$ cat src/rtl/cut_seq_pkg.sv
// Shared types, LFSR tap table and arithmetic helpers for the cut activity sequencer.
// Counter arithmetic is carried in 32 bits, so CNT_W must not exceed 32.
package cut_seq_pkg;

    localparam int unsigned ARITH_W = 32;
    localparam int unsigned TAP_W   = 8;

    typedef enum logic [1:0] {
        MODE_BIN  = 2'd0,
        MODE_GRAY = 2'd1,
        MODE_LFSR = 2'd2
    } mode_t;

    typedef enum logic [1:0] {
        ST_IDLE = 2'd0,
        ST_RUN  = 2'd1,
        ST_DONE = 2'd2
    } state_t;

    // Maximal-length Fibonacci tap masks, indexed by register width.
    function automatic logic [TAP_W-1:0] lfsr_taps(input int unsigned n);
        case (n)
            2:       return 8'b0000_0011;
            3:       return 8'b0000_0110;
            4:       return 8'b0000_1100;
            5:       return 8'b0001_0100;
            6:       return 8'b0011_0000;
            7:       return 8'b0110_0000;
            8:       return 8'b1011_1000;
            default: return 8'b0000_0011;
        endcase
    endfunction

    // Encoding 3 is reserved and behaves as binary.
    function automatic mode_t decode_mode(input logic [1:0] m);
        case (m)
            2'd1:    return MODE_GRAY;
            2'd2:    return MODE_LFSR;
            default: return MODE_BIN;
        endcase
    endfunction

    function automatic logic [ARITH_W-1:0] sat_add(input logic [ARITH_W-1:0] a,
                                                   input logic [ARITH_W-1:0] b,
                                                   input logic [ARITH_W-1:0] maxv);
        logic [ARITH_W:0] s;
        s = {1'b0, a} + {1'b0, b};
        return (s > {1'b0, maxv}) ? maxv : s[ARITH_W-1:0];
    endfunction

    // True when the addition had to be clipped at maxv.
    function automatic logic add_ovf(input logic [ARITH_W-1:0] a,
                                     input logic [ARITH_W-1:0] b,
                                     input logic [ARITH_W-1:0] maxv);
        logic [ARITH_W:0] s;
        s = {1'b0, a} + {1'b0, b};
        return (s > {1'b0, maxv});
    endfunction

endpackage

$ cat src/rtl/cut_seq_if.sv
// Controller-side bundle: run request, configuration and the result handshake.
interface cut_seq_if #(
    parameter int unsigned NUM_IN = 4,
    parameter int unsigned CNT_W  = 16
);
    logic              start;
    logic [1:0]        mode;
    logic [NUM_IN-1:0] seed;
    logic [NUM_IN:0]   vec_count;
    logic              busy;
    logic              res_valid;
    logic              res_ready;
    logic [CNT_W-1:0]  ones_cnt;
    logic [CNT_W-1:0]  out_tgl_cnt;
    logic [CNT_W-1:0]  in_tgl_cnt;
    logic              sat;

    modport master (
        output start, mode, seed, vec_count, res_ready,
        input  busy, res_valid, ones_cnt, out_tgl_cnt, in_tgl_cnt, sat
    );

    modport slave (
        input  start, mode, seed, vec_count, res_ready,
        output busy, res_valid, ones_cnt, out_tgl_cnt, in_tgl_cnt, sat
    );
endinterface

$ cat src/rtl/cut_vec_gen.sv
// Next-vector generator: first vector on load, binary/Gray/LFSR successor on advance.
module cut_vec_gen
    import cut_seq_pkg::*;
#(
    parameter int unsigned NUM_IN = 4
) (
    input  mode_t             mode,
    input  logic              load,
    input  logic              advance,
    input  logic [NUM_IN-1:0] seed,
    input  logic [NUM_IN-1:0] idx,
    input  logic [NUM_IN-1:0] vec,
    output logic [NUM_IN-1:0] vec_nxt_c
);

    localparam logic [NUM_IN-1:0] TAPS = NUM_IN'(lfsr_taps(NUM_IN));

    logic [NUM_IN-1:0] seed_eff_c;

    // An all-zero seed would lock the LFSR, so it starts from all-ones instead.
    always_comb begin
        seed_eff_c = (seed == '0) ? '1 : seed;
        vec_nxt_c  = vec;
        if (load) begin
            vec_nxt_c = (mode == MODE_LFSR) ? seed_eff_c : '0;
        end else if (advance) begin
            case (mode)
                MODE_GRAY: vec_nxt_c = idx ^ (idx >> 1);
                MODE_LFSR: vec_nxt_c = {vec[NUM_IN-2:0], ^(vec & TAPS)};
                default:   vec_nxt_c = idx;
            endcase
        end
    end

endmodule

$ cat src/rtl/cut_activity_sequencer.sv
// Drives a stimulus stream into one cut, accumulates output/input activity and
// returns the counts through a valid/ready result handshake.
module cut_activity_sequencer
    import cut_seq_pkg::*;
#(
    parameter int unsigned NUM_IN = 4,
    parameter int unsigned CNT_W  = 16
) (
    input  logic              clk,
    input  logic              rst,
    cut_seq_if.slave          bus,
    output logic [NUM_IN-1:0] vec_out,
    input  logic              cut_out
);

    localparam int unsigned        IDX_W     = NUM_IN + 1;
    localparam logic [IDX_W-1:0]   FULL_BIN  = {1'b1, {NUM_IN{1'b0}}};
    localparam logic [IDX_W-1:0]   FULL_LFSR = {1'b0, {NUM_IN{1'b1}}};
    localparam logic [CNT_W-1:0]   CNT_MAX   = '1;
    localparam logic [ARITH_W-1:0] CNT_MAX32 = ARITH_W'(CNT_MAX);

    state_t            state_q, state_nxt;
    mode_t             mode_q, mode_in_c, gen_mode_c;
    logic [IDX_W-1:0]  n_q, idx_q, idx_nxt_c, full_c, n_eff_c;
    logic [NUM_IN-1:0] prev_vec_q, vec_nxt_c;
    logic              prev_cut_q, first_q;
    logic              load_c, adv_c, last_c, ovf_c;
    logic [ARITH_W-1:0] ones_add_c, otgl_add_c, itgl_add_c;
    logic [CNT_W-1:0]  ones_nxt_c, otgl_nxt_c, itgl_nxt_c;

    always_ff @(posedge clk or posedge rst) begin
        if (rst) state_q <= ST_IDLE;
        else     state_q <= state_nxt;
    end

    // Next state, run control and effective vector count.
    always_comb begin
        state_nxt  = state_q;
        load_c     = 1'b0;
        adv_c      = 1'b0;
        mode_in_c  = decode_mode(bus.mode);
        gen_mode_c = (state_q == ST_IDLE) ? mode_in_c : mode_q;
        idx_nxt_c  = idx_q + IDX_W'(1);
        last_c     = (idx_nxt_c == n_q);
        full_c     = (mode_in_c == MODE_LFSR) ? FULL_LFSR : FULL_BIN;
        n_eff_c    = ((bus.vec_count == '0) || (bus.vec_count > FULL_BIN)) ? full_c : bus.vec_count;
        case (state_q)
            ST_IDLE: begin
                if (bus.start) begin
                    state_nxt = ST_RUN;
                    load_c    = 1'b1;
                end
            end
            ST_RUN: begin
                if (last_c) state_nxt = ST_DONE;
                else        adv_c     = 1'b1;
            end
            ST_DONE: begin
                if (bus.res_ready) state_nxt = ST_IDLE;
            end
            default: state_nxt = ST_IDLE;
        endcase
    end

    // Saturating counter updates for the current sample.
    always_comb begin
        ones_add_c = ARITH_W'(cut_out);
        otgl_add_c = '0;
        itgl_add_c = '0;
        if (!first_q) begin
            otgl_add_c = ARITH_W'(cut_out ^ prev_cut_q);
            itgl_add_c = ARITH_W'($countones(vec_out ^ prev_vec_q));
        end
        ones_nxt_c = CNT_W'(sat_add(ARITH_W'(bus.ones_cnt), ones_add_c, CNT_MAX32));
        otgl_nxt_c = CNT_W'(sat_add(ARITH_W'(bus.out_tgl_cnt), otgl_add_c, CNT_MAX32));
        itgl_nxt_c = CNT_W'(sat_add(ARITH_W'(bus.in_tgl_cnt), itgl_add_c, CNT_MAX32));
        ovf_c      = add_ovf(ARITH_W'(bus.ones_cnt), ones_add_c, CNT_MAX32)
                   | add_ovf(ARITH_W'(bus.out_tgl_cnt), otgl_add_c, CNT_MAX32)
                   | add_ovf(ARITH_W'(bus.in_tgl_cnt), itgl_add_c, CNT_MAX32);
    end

    cut_vec_gen #(.NUM_IN(NUM_IN)) u_gen (
        .mode      (gen_mode_c),
        .load      (load_c),
        .advance   (adv_c),
        .seed      (bus.seed),
        .idx       (idx_nxt_c[NUM_IN-1:0]),
        .vec       (vec_out),
        .vec_nxt_c (vec_nxt_c)
    );

    // Datapath: the final vector is not advanced, so vec_out holds it afterwards.
    always_ff @(posedge clk or posedge rst) begin
        if (rst) begin
            vec_out         <= '0;
            mode_q          <= MODE_BIN;
            n_q             <= '0;
            idx_q           <= '0;
            prev_vec_q      <= '0;
            prev_cut_q      <= 1'b0;
            first_q         <= 1'b0;
            bus.busy        <= 1'b0;
            bus.res_valid   <= 1'b0;
            bus.ones_cnt    <= '0;
            bus.out_tgl_cnt <= '0;
            bus.in_tgl_cnt  <= '0;
            bus.sat         <= 1'b0;
        end else begin
            bus.busy      <= (state_nxt == ST_RUN);
            bus.res_valid <= (state_nxt == ST_DONE);
            vec_out       <= vec_nxt_c;
            if (load_c) begin
                mode_q          <= mode_in_c;
                n_q             <= n_eff_c;
                idx_q           <= '0;
                first_q         <= 1'b1;
                bus.ones_cnt    <= '0;
                bus.out_tgl_cnt <= '0;
                bus.in_tgl_cnt  <= '0;
                bus.sat         <= 1'b0;
            end else if (state_q == ST_RUN) begin
                idx_q           <= idx_nxt_c;
                first_q         <= 1'b0;
                prev_vec_q      <= vec_out;
                prev_cut_q      <= cut_out;
                bus.ones_cnt    <= ones_nxt_c;
                bus.out_tgl_cnt <= otgl_nxt_c;
                bus.in_tgl_cnt  <= itgl_nxt_c;
                bus.sat         <= bus.sat | ovf_c;
            end
        end
    end

endmodule

$ cat src/flat_wrapper.sv
// flat-port wrapper written by rule: the top's interface ports become plain ports
module cut_activity_sequencer_flat import cut_seq_pkg::*;
#(
    parameter int unsigned NUM_IN = 4,
    parameter int unsigned CNT_W  = 16
)
  (clk, rst, vec_out, cut_out, bus_start, bus_mode, bus_seed, bus_vec_count, bus_res_ready, bus_busy, bus_res_valid, bus_ones_cnt, bus_out_tgl_cnt, bus_in_tgl_cnt, bus_sat);
  cut_seq_if #(.NUM_IN(NUM_IN), .CNT_W(CNT_W)) bus_i ();
  input  logic clk;
  input  logic rst;
  output logic [NUM_IN-1:0] vec_out;
  input  logic cut_out;
  input wire logic [$bits(bus_i.start)-1:0] bus_start;
  input wire logic [$bits(bus_i.mode)-1:0] bus_mode;
  input wire logic [$bits(bus_i.seed)-1:0] bus_seed;
  input wire logic [$bits(bus_i.vec_count)-1:0] bus_vec_count;
  input wire logic [$bits(bus_i.res_ready)-1:0] bus_res_ready;
  output wire logic [$bits(bus_i.busy)-1:0] bus_busy;
  output wire logic [$bits(bus_i.res_valid)-1:0] bus_res_valid;
  output wire logic [$bits(bus_i.ones_cnt)-1:0] bus_ones_cnt;
  output wire logic [$bits(bus_i.out_tgl_cnt)-1:0] bus_out_tgl_cnt;
  output wire logic [$bits(bus_i.in_tgl_cnt)-1:0] bus_in_tgl_cnt;
  output wire logic [$bits(bus_i.sat)-1:0] bus_sat;
  assign bus_i.start = bus_start;
  assign bus_i.mode = bus_mode;
  assign bus_i.seed = bus_seed;
  assign bus_i.vec_count = bus_vec_count;
  assign bus_i.res_ready = bus_res_ready;
  assign bus_busy = bus_i.busy;
  assign bus_res_valid = bus_i.res_valid;
  assign bus_ones_cnt = bus_i.ones_cnt;
  assign bus_out_tgl_cnt = bus_i.out_tgl_cnt;
  assign bus_in_tgl_cnt = bus_i.in_tgl_cnt;
  assign bus_sat = bus_i.sat;
  cut_activity_sequencer #(.NUM_IN(NUM_IN), .CNT_W(CNT_W)) u_core (.clk(clk), .rst(rst), .bus(bus_i), .vec_out(vec_out), .cut_out(cut_out));
endmodule
$ cat config.mk
export PLATFORM = sky130hd
export DESIGN_NAME = cut_activity_sequencer_flat
export DESIGN_NICKNAME = d
export VERILOG_FILES = /design/src/rtl/cut_seq_pkg.sv /design/src/rtl/cut_seq_if.sv /design/src/rtl/cut_vec_gen.sv /design/src/rtl/cut_activity_sequencer.sv /design/src/flat_wrapper.sv
export SDC_FILE = /design/constraint.sdc
export NUM_CORES = 1
export LEC_CHECK = 0
export CORE_UTILIZATION = 38
export CTS_CLUSTER_SIZE = 30
export DETAILED_ROUTE_END_ITERATION = 7
export HOLD_SLACK_MARGIN = 0.02
export PLACE_DENSITY_LB_ADDON = 0.12
export SYNTH_ARGS = -nofsm -noshare
export SYNTH_HDL_FRONTEND = slang
export SYNTH_SLANG_ARGS = --single-unit
$ cat constraint.sdc
create_clock -name clk -period 3.9 [get_ports clk]
set_input_delay 0.78 -clock clk [delete_from_list [all_inputs] [get_ports clk]]
set_output_delay 0.78 -clock clk [all_outputs]
set_load 0.1 [all_outputs]
Word-level counts from Yosys, hierarchy flattened
Index checks and enable logic that the tools add are counted.

word-level totals
  bits in registers = 75
  latch bits = 0
  memory bits (writable) = 0
  bits in read-only memories = 0
  bits of input ports = 16
  output and inout port bits = 55
  word-level logic and storage cells = 84
  memories = 0

operators by class
  $add $sub $neg = 7
  $mul = 0
  div/mod/pow operators = 0
  $lt $le $gt $ge = 4
  equality and inequality tests = 10
  shifts and indexed selects = 0
  mux-type cells = 34
  bitwise gates (word level) = 7
  reduce and logical (&&, ||, !) cells = 8

operators with widths
  kind                                                                    number
  16-bit 2-to-1 mux                                                       9
  16-bit by 32-bit adder with 33-bit output                               2
  33-bit by 16-bit > comparator with 1-bit output, second input constant  2
  32-bit 2-to-1 mux                                                       2
  32-bit adder                                                            1
  5-bit 2-to-1 mux                                                        4
  16-bit by 1-bit adder with 17-bit output                                1
  17-bit by 16-bit > comparator with 1-bit output, second input constant  1
  4-bit 2-to-1 mux                                                        4
  2-bit == test, second input constant                                    5
  2-bit by 1-bit == test with 1-bit output, second input constant         4
  1-bit 2-to-1 mux                                                        8
  2-bit 2-to-1 mux                                                        4
  4-bit case mux with 2 select lines                                      1
  2-bit case mux with 3 select lines                                      1
  5-bit by 1-bit adder with 5-bit output, second input constant           1
  5-bit == test                                                           1
  5-bit > comparator, second input constant                               1
  5-bit logical NOT                                                       1
  1-bit by 1-bit adder with 2-bit output                                  2
  4-bit logical NOT                                                       1
  2-bit case mux with 2 select lines                                      1
  2-bit nonzero test                                                      2
  4-bit XOR reduction                                                     1
  other kinds (8)                                                         10

Depth between registers and ports, before layout
  depth after elaboration = 10
  depth in mapped cells = 13
  mapped depth without buffers = 12

Cells and area by module
Synthesis repeated with hierarchy kept, for this count alone.

second synthesis, totals
  cell total of the unflattened synthesis = 492
  area total of the unflattened synthesis = 4332.9 um^2

by module, submodules not included
  module                  times used  cells each  area each (um^2)  sequential area each (um^2)
  cut_activity_sequencer  1           449         4063.9            1876.8
  cut_vec_gen             1           43          269.0             0.0

Least setup slack after synthesis
Ideal clock, no wire load.

  path type = reg-to-reg
  from = reg u_core.vec_out[2]
  to = reg u_core.bus.in_tgl_cnt[13]
  setup time = 68 ps
  arrival time = 3745 ps
  data required time = 3832 ps
  setup slack = 88 ps
  cell stages (with the launch flop) = 13
  path buffers = 1
  period minus slack after synthesis = 3812 ps
  cell sequence = dfrtp_1 > xor2_1 > ha_1 > ha_1 > fa_1 > nand2b_1 > fa_1 > nor2b_1 > o21bai_1 > or3_4 > buf_6 > nand4_1 > o211a_1

between the ends
  longest elaborated chain between the ends = 9

ends and longest elaborated chain
  item                                                            RTL line                       source
  start: declaration                                              cut_activity_sequencer.sv:12   output logic [NUM_IN-1:0] vec_out,
  start signal: assignment                                        cut_activity_sequencer.sv:111  vec_out <= vec_nxt_c;
  4-bit XOR *                                                     cut_activity_sequencer.sv:72   itgl_add_c = ARITH_W'($countones(vec_out ^ prev_vec_q));
  1-bit by 1-bit adder with 2-bit output (implied by the code) *  cut_activity_sequencer.sv:72
  32-bit adder (implied by the code) *                            cut_activity_sequencer.sv:72
  32-bit 2-to-1 mux *                                             cut_activity_sequencer.sv:70   if (!first_q) begin
  16-bit by 32-bit adder with 33-bit output *                     cut_seq_pkg.sv:47              s = {1'b0, a} + {1'b0, b};
  33-bit by 16-bit > comparator with 1-bit output                 cut_seq_pkg.sv:48              return (s > {1'b0, maxv}) ? maxv : s[ARITH_W-1:0];
  16-bit 2-to-1 mux *                                             cut_seq_pkg.sv:48
  16-bit 2-to-1 mux *                                             cut_activity_sequencer.sv:121  end else if (state_q == ST_RUN) begin
  16-bit 2-to-1 mux *                                             cut_activity_sequencer.sv:112  if (load_c) begin
  end signal: assignment                                          cut_activity_sequencer.sv:128  bus.in_tgl_cnt <= itgl_nxt_c;
  end: declaration                                                cut_seq_if.sv:25               output busy, res_valid, ones_cnt, out_tgl_cnt, in_tgl_cnt, sat

Mark *: on every way between the ends. The rest lies on a longest branch, timed or not. The select of a mux whose other input is x is not followed.
A chain may end at the register's enable or synchronous reset.

Worst setup path after layout
  from = reg u_core.vec_out[2]
  to = reg u_core.bus.in_tgl_cnt[14]

The elaborated chain is that of the path after synthesis.

==> run_results.csv <==
group,metric,value,unit
drt,ant_nets_after_route,0,
drt,dr_total_vias,3854,
run,timing.max_cap.violations,0,
yosys,synthesis.area_per_instance,9.18,um^2
yosys,syn-instance-count,473,
clocking,clock-root-buffer,"sky130_fd_sc_hd__clkbuf_16",
cells_and_area,antenna-diode-count,0,
setup_path,cpPeakStageDelay,0.49,ns
setup_path,worst_ep_arrival_time,3.64,ns
setup_path,crit_chain,"xor2_1 > ha_1 > ha_1 > fa_1 > nand2b_1 > fa_1 > nor2b_1 > o21bai_1 > nor3_1 > a31oi_1 > a311oi_1",
drt,wl_per_cell,16.3,um
power_and_ir_drop,p_per_area,916,mW/mm^2
floorplan,die_area,0.0119,mm^2
clocking,numClockSinks,75,
timing,maxClockFrequency,0.293,GHz
global_route,first_global_vias,3728,
cells_and_area,num-nets-final,568,
cells_and_area,areaGrowthSynthToFinish,25.0,%
global_route,grt.overflow.total,0,
cells_and_area,layout.cells.non_filler,682,
timing,min_period_over_period,87.4,%
timing,tns_setup,0,ns
floorplan,die_width,109,um
timing,hold_viol_final,0,
cells_and_area,final.fill_count,1032,
place,placedCellCount,666,
timing,timing.slew.headroom,31.9,%
setup_path,crit_type,"reg2reg",
timing,period_needed,3.41,ns
drt,drcViolationCount,0,
setup_path,cp-start-kind,"register",
floorplan,floorplan.die.height,109,um
floorplan,num_io_pins,71,
cells_and_area,post_route_cells_drive_above_1_share,8.30,%
setup_path,cp_num_buf_inv,0,
drt,drt_iter0_markers,252,
clocking,htree_num_levels,3,
timing,finalClockSkew,0.00722,ns
yosys,count_of_yosys_warnings_during_synthesis,0,
clocking,hold_buffer_count_at_cts,0,
floorplan,rows,38,
clocking,cts.repair_timing.setup_buffer_count,0,
global_route,track_usage,20.1,%
timing,tightest_slew,1.02,ns
min_path,hp-class,"reg2reg",
place,globalplace.congestion,0.801,
clocking,tritoncts,"done",
timing,rsz_0062_raised_after_global_routing,"no",
global_route,grt_max_degree,76,
place,hpwl_after_detailed_placement,7310,um
power_and_ir_drop,total_power,4.97,mW
yosys,synth_seq_cells,75,
timing,slew_viol_final,0,
timing,setup_viol_count_final,0,
global_route,grt_antenna_before_repair,0,
setup_path,cp_top_family,"adder cells",
setup_path,critPathRequiredTime,4.13,ns
floorplan,fp.coreArea,0.0110,mm^2
clocking,numCtsBuffers,9,
drt,detail_route.first_pass.iterations,4,
setup_path,setup.worst_path.end_class,"register",
clocking,worst_skew_pair.late_latency,0.33,ns
drt,wl,11100,um
power_and_ir_drop,power.ir.vdd_worst,553,uV
yosys,synthDistinctLibCells,73,
power_and_ir_drop,power.static_leakage,2.25,nW
place,place.port_buffers,70,
setup_path,critical-path-slowest-cell,"sky130_fd_sc_hd__fa_1",
timing,hold_slack,0.492,ns
global_route,grt_first_pass_wirelength,18600,um
run_status,outcome,"complete, no violations",
yosys,async_flop_share,100,%
drt,route.detailed.vias_per_inst,5.65,
yosys,synth.yosys.seq_area_share,43.2,%
setup_path,worst-path-max-fanout,7,
clocking,clk_transition_reported_paths,0.06,ns
yosys,mappedNetlistArea,0.00434,mm^2
clocking,ctsResizeCount,0,
yosys,synth_edf_count,0,
floorplan,floorplan.initialDensity,39.6,%
clocking,clk_path_buf_depth,2,
yosys,mappedNetlistNets,504,
yosys,ys_dominant_reg_cell,"sky130_fd_sc_hd__dfrtp_1",
## cell usage in the layout, fill, tap and decap left out, types with 3 or more instances in the layout
cell,n
sky130_fd_sc_hd__xor2_1,8
sky130_fd_sc_hd__o31ai_1,5
sky130_fd_sc_hd__o22ai_1,6
sky130_fd_sc_hd__o211a_1,3
sky130_fd_sc_hd__clkbuf_16,9
sky130_fd_sc_hd__nand3_1,19
sky130_fd_sc_hd__nor2_1,26
sky130_fd_sc_hd__nand3_2,3
sky130_fd_sc_hd__nor3_1,20
sky130_fd_sc_hd__dfrtp_1,75
sky130_fd_sc_hd__nor4_1,6
sky130_fd_sc_hd__o21bai_1,7
sky130_fd_sc_hd__xnor2_1,7
sky130_fd_sc_hd__buf_4,4
sky130_fd_sc_hd__a22o_1,3
sky130_fd_sc_hd__nor2b_1,3
sky130_fd_sc_hd__a211oi_1,3
sky130_fd_sc_hd__o311ai_0,3
sky130_fd_sc_hd__inv_1,16
sky130_fd_sc_hd__a21o_1,3
sky130_fd_sc_hd__nand4_1,8
sky130_fd_sc_hd__a21oi_1,30
sky130_fd_sc_hd__clkinv_2,3
sky130_fd_sc_hd__a31oi_1,20
sky130_fd_sc_hd__o21ai_0,40
sky130_fd_sc_hd__o211ai_1,4
sky130_fd_sc_hd__nand2b_1,4
sky130_fd_sc_hd__ha_1,13
sky130_fd_sc_hd__and3_1,6
sky130_fd_sc_hd__clkdlybuf4s50_1,70
sky130_fd_sc_hd__nand2_1,56
## per-stage QoR
| stage | setup slack (ns) | utilization [%] | cell area (um^2) |
|---|---|---|---|
| final | 0.490 | 49.4 | 5430 |
| after CTS | 0.489 | 49.4 | 5430 |
| after detailed placement | 0.561 | 46.7 | 5130 |
| after global placement | 0.567 | 46.7 | 5130 |
| after global routing | 0.233 | 49.4 | 5430 |
| after floorplan | 0.0876 | - | 4340 |
## path summary, 6_finish.rpt
check	startpoint	end	slack (ns)	cells after the start
max	u_core.vec_out[2]$_DFFE_PP0P_	u_core.bus.in_tgl_cnt[14]$_DFFE_PP0P_	0.49	11
min	u_core.mode_q[0]$_DFFE_PP0P_	u_core.mode_q[0]$_DFFE_PP0P_	0.49	2
max reg2reg	u_core.vec_out[2]$_DFFE_PP0P_	u_core.bus.in_tgl_cnt[14]$_DFFE_PP0P_	0.49	11
min reg2reg	u_core.mode_q[0]$_DFFE_PP0P_	u_core.mode_q[0]$_DFFE_PP0P_	0.49	2
max in group asynchronous	rst	u_core.bus.ones_cnt[1]$_DFFE_PP0P_	2.21	3
min in group asynchronous	rst	u_core.idx_q[2]$_DFFE_PP0P_	1.06	3
## synth_stat cells (9+ instances only)
cell type | instances | area share, %
sky130_fd_sc_hd__o21ai_0 | 40 | 4.6
sky130_fd_sc_hd__nor2_1 | 26 | 2.2
sky130_fd_sc_hd__a21oi_1 | 30 | 3.5
sky130_fd_sc_hd__ha_1 | 13 | 3.7
sky130_fd_sc_hd__inv_1 | 17 | 1.5
sky130_fd_sc_hd__nand2_1 | 56 | 4.8
sky130_fd_sc_hd__dfrtp_1 | 75 | 43
sky130_fd_sc_hd__clkbuf_1 | 9 | 0.78
sky130_fd_sc_hd__a31oi_1 | 20 | 2.9
sky130_fd_sc_hd__nor3_1 | 20 | 2.3
sky130_fd_sc_hd__nand3_1 | 19 | 2.2
## kinds of logic (layout without fill, tap and decap cells)
family / count (synthesis) / after routing / synth area share (%)
compound gates: 149 / 149 / 22.4
xor+xnor: 16 / 16 / 3.40
fa+ha+maj: 15 / 15 / 4.67
buf+inv: 38 / 107 / 4.20
flops: 75 / 75 / 43.2
mux: 3 / 3 / 0.749
simple gates: 177 / 177 / 21.3
## routing by layer
metal	share of wire, %	track usage [%]	up-vias	wire length [um]
met5	0	0	-	0
met4	1.3	6.66	0	142
met3	3.1	2.93	10	344
met2	45	31.4	75	4970
met1	51	28.5	1882	5660
li1	-	-	1887	-
## layout make-up
cell class                      count  area, um^2  share of cell area, %
Clock buffer                       11         243                   4.47
Tap cell                          140         175                   3.23
Timing Repair Buffer               74         731                   13.5
Inverter                           17        63.8                   1.18
Sequential cell                    75        1880                   34.6
Multi-Input combinational cell    360        2290                   42.1
Clock inverter                      5        52.6                  0.968
## flip-flops by register name, indices dropped and copies added, names as in the netlist
name	flops
u_core.bus.busy	1
u_core.bus.in_tgl_cnt	16
u_core.bus.ones_cnt	16
u_core.bus.out_tgl_cnt	16
u_core.bus.res_valid	1
u_core.bus.sat	1
u_core.first_q	1
u_core.idx_q	5
u_core.mode_q	2
u_core.n_q	5
u_core.prev_cut_q	1
u_core.prev_vec_q	4
u_core.state_q	2
u_core.vec_out	4
## tightest hold or removal path: stages, from the launching register on
cell and delay, ns:
sky130_fd_sc_hd__dfrtp_1 0.34, sky130_fd_sc_hd__nand2_1 0.04, sky130_fd_sc_hd__o21ai_0 0.07
## report_power, final
| group | internal [mW] | switching, mW | total [mW] | leakage (nW) |
|---|---|---|---|---|
| Combinational | 0.958 | 1.94 | 2.90 | 1.13 |
| Clock | 0.510 | 0.328 | 0.838 | 0.145 |
| Sequential | 1.00 | 0.239 | 1.24 | 0.983 |
Note: power is estimated with default switching activity, not from simulation.
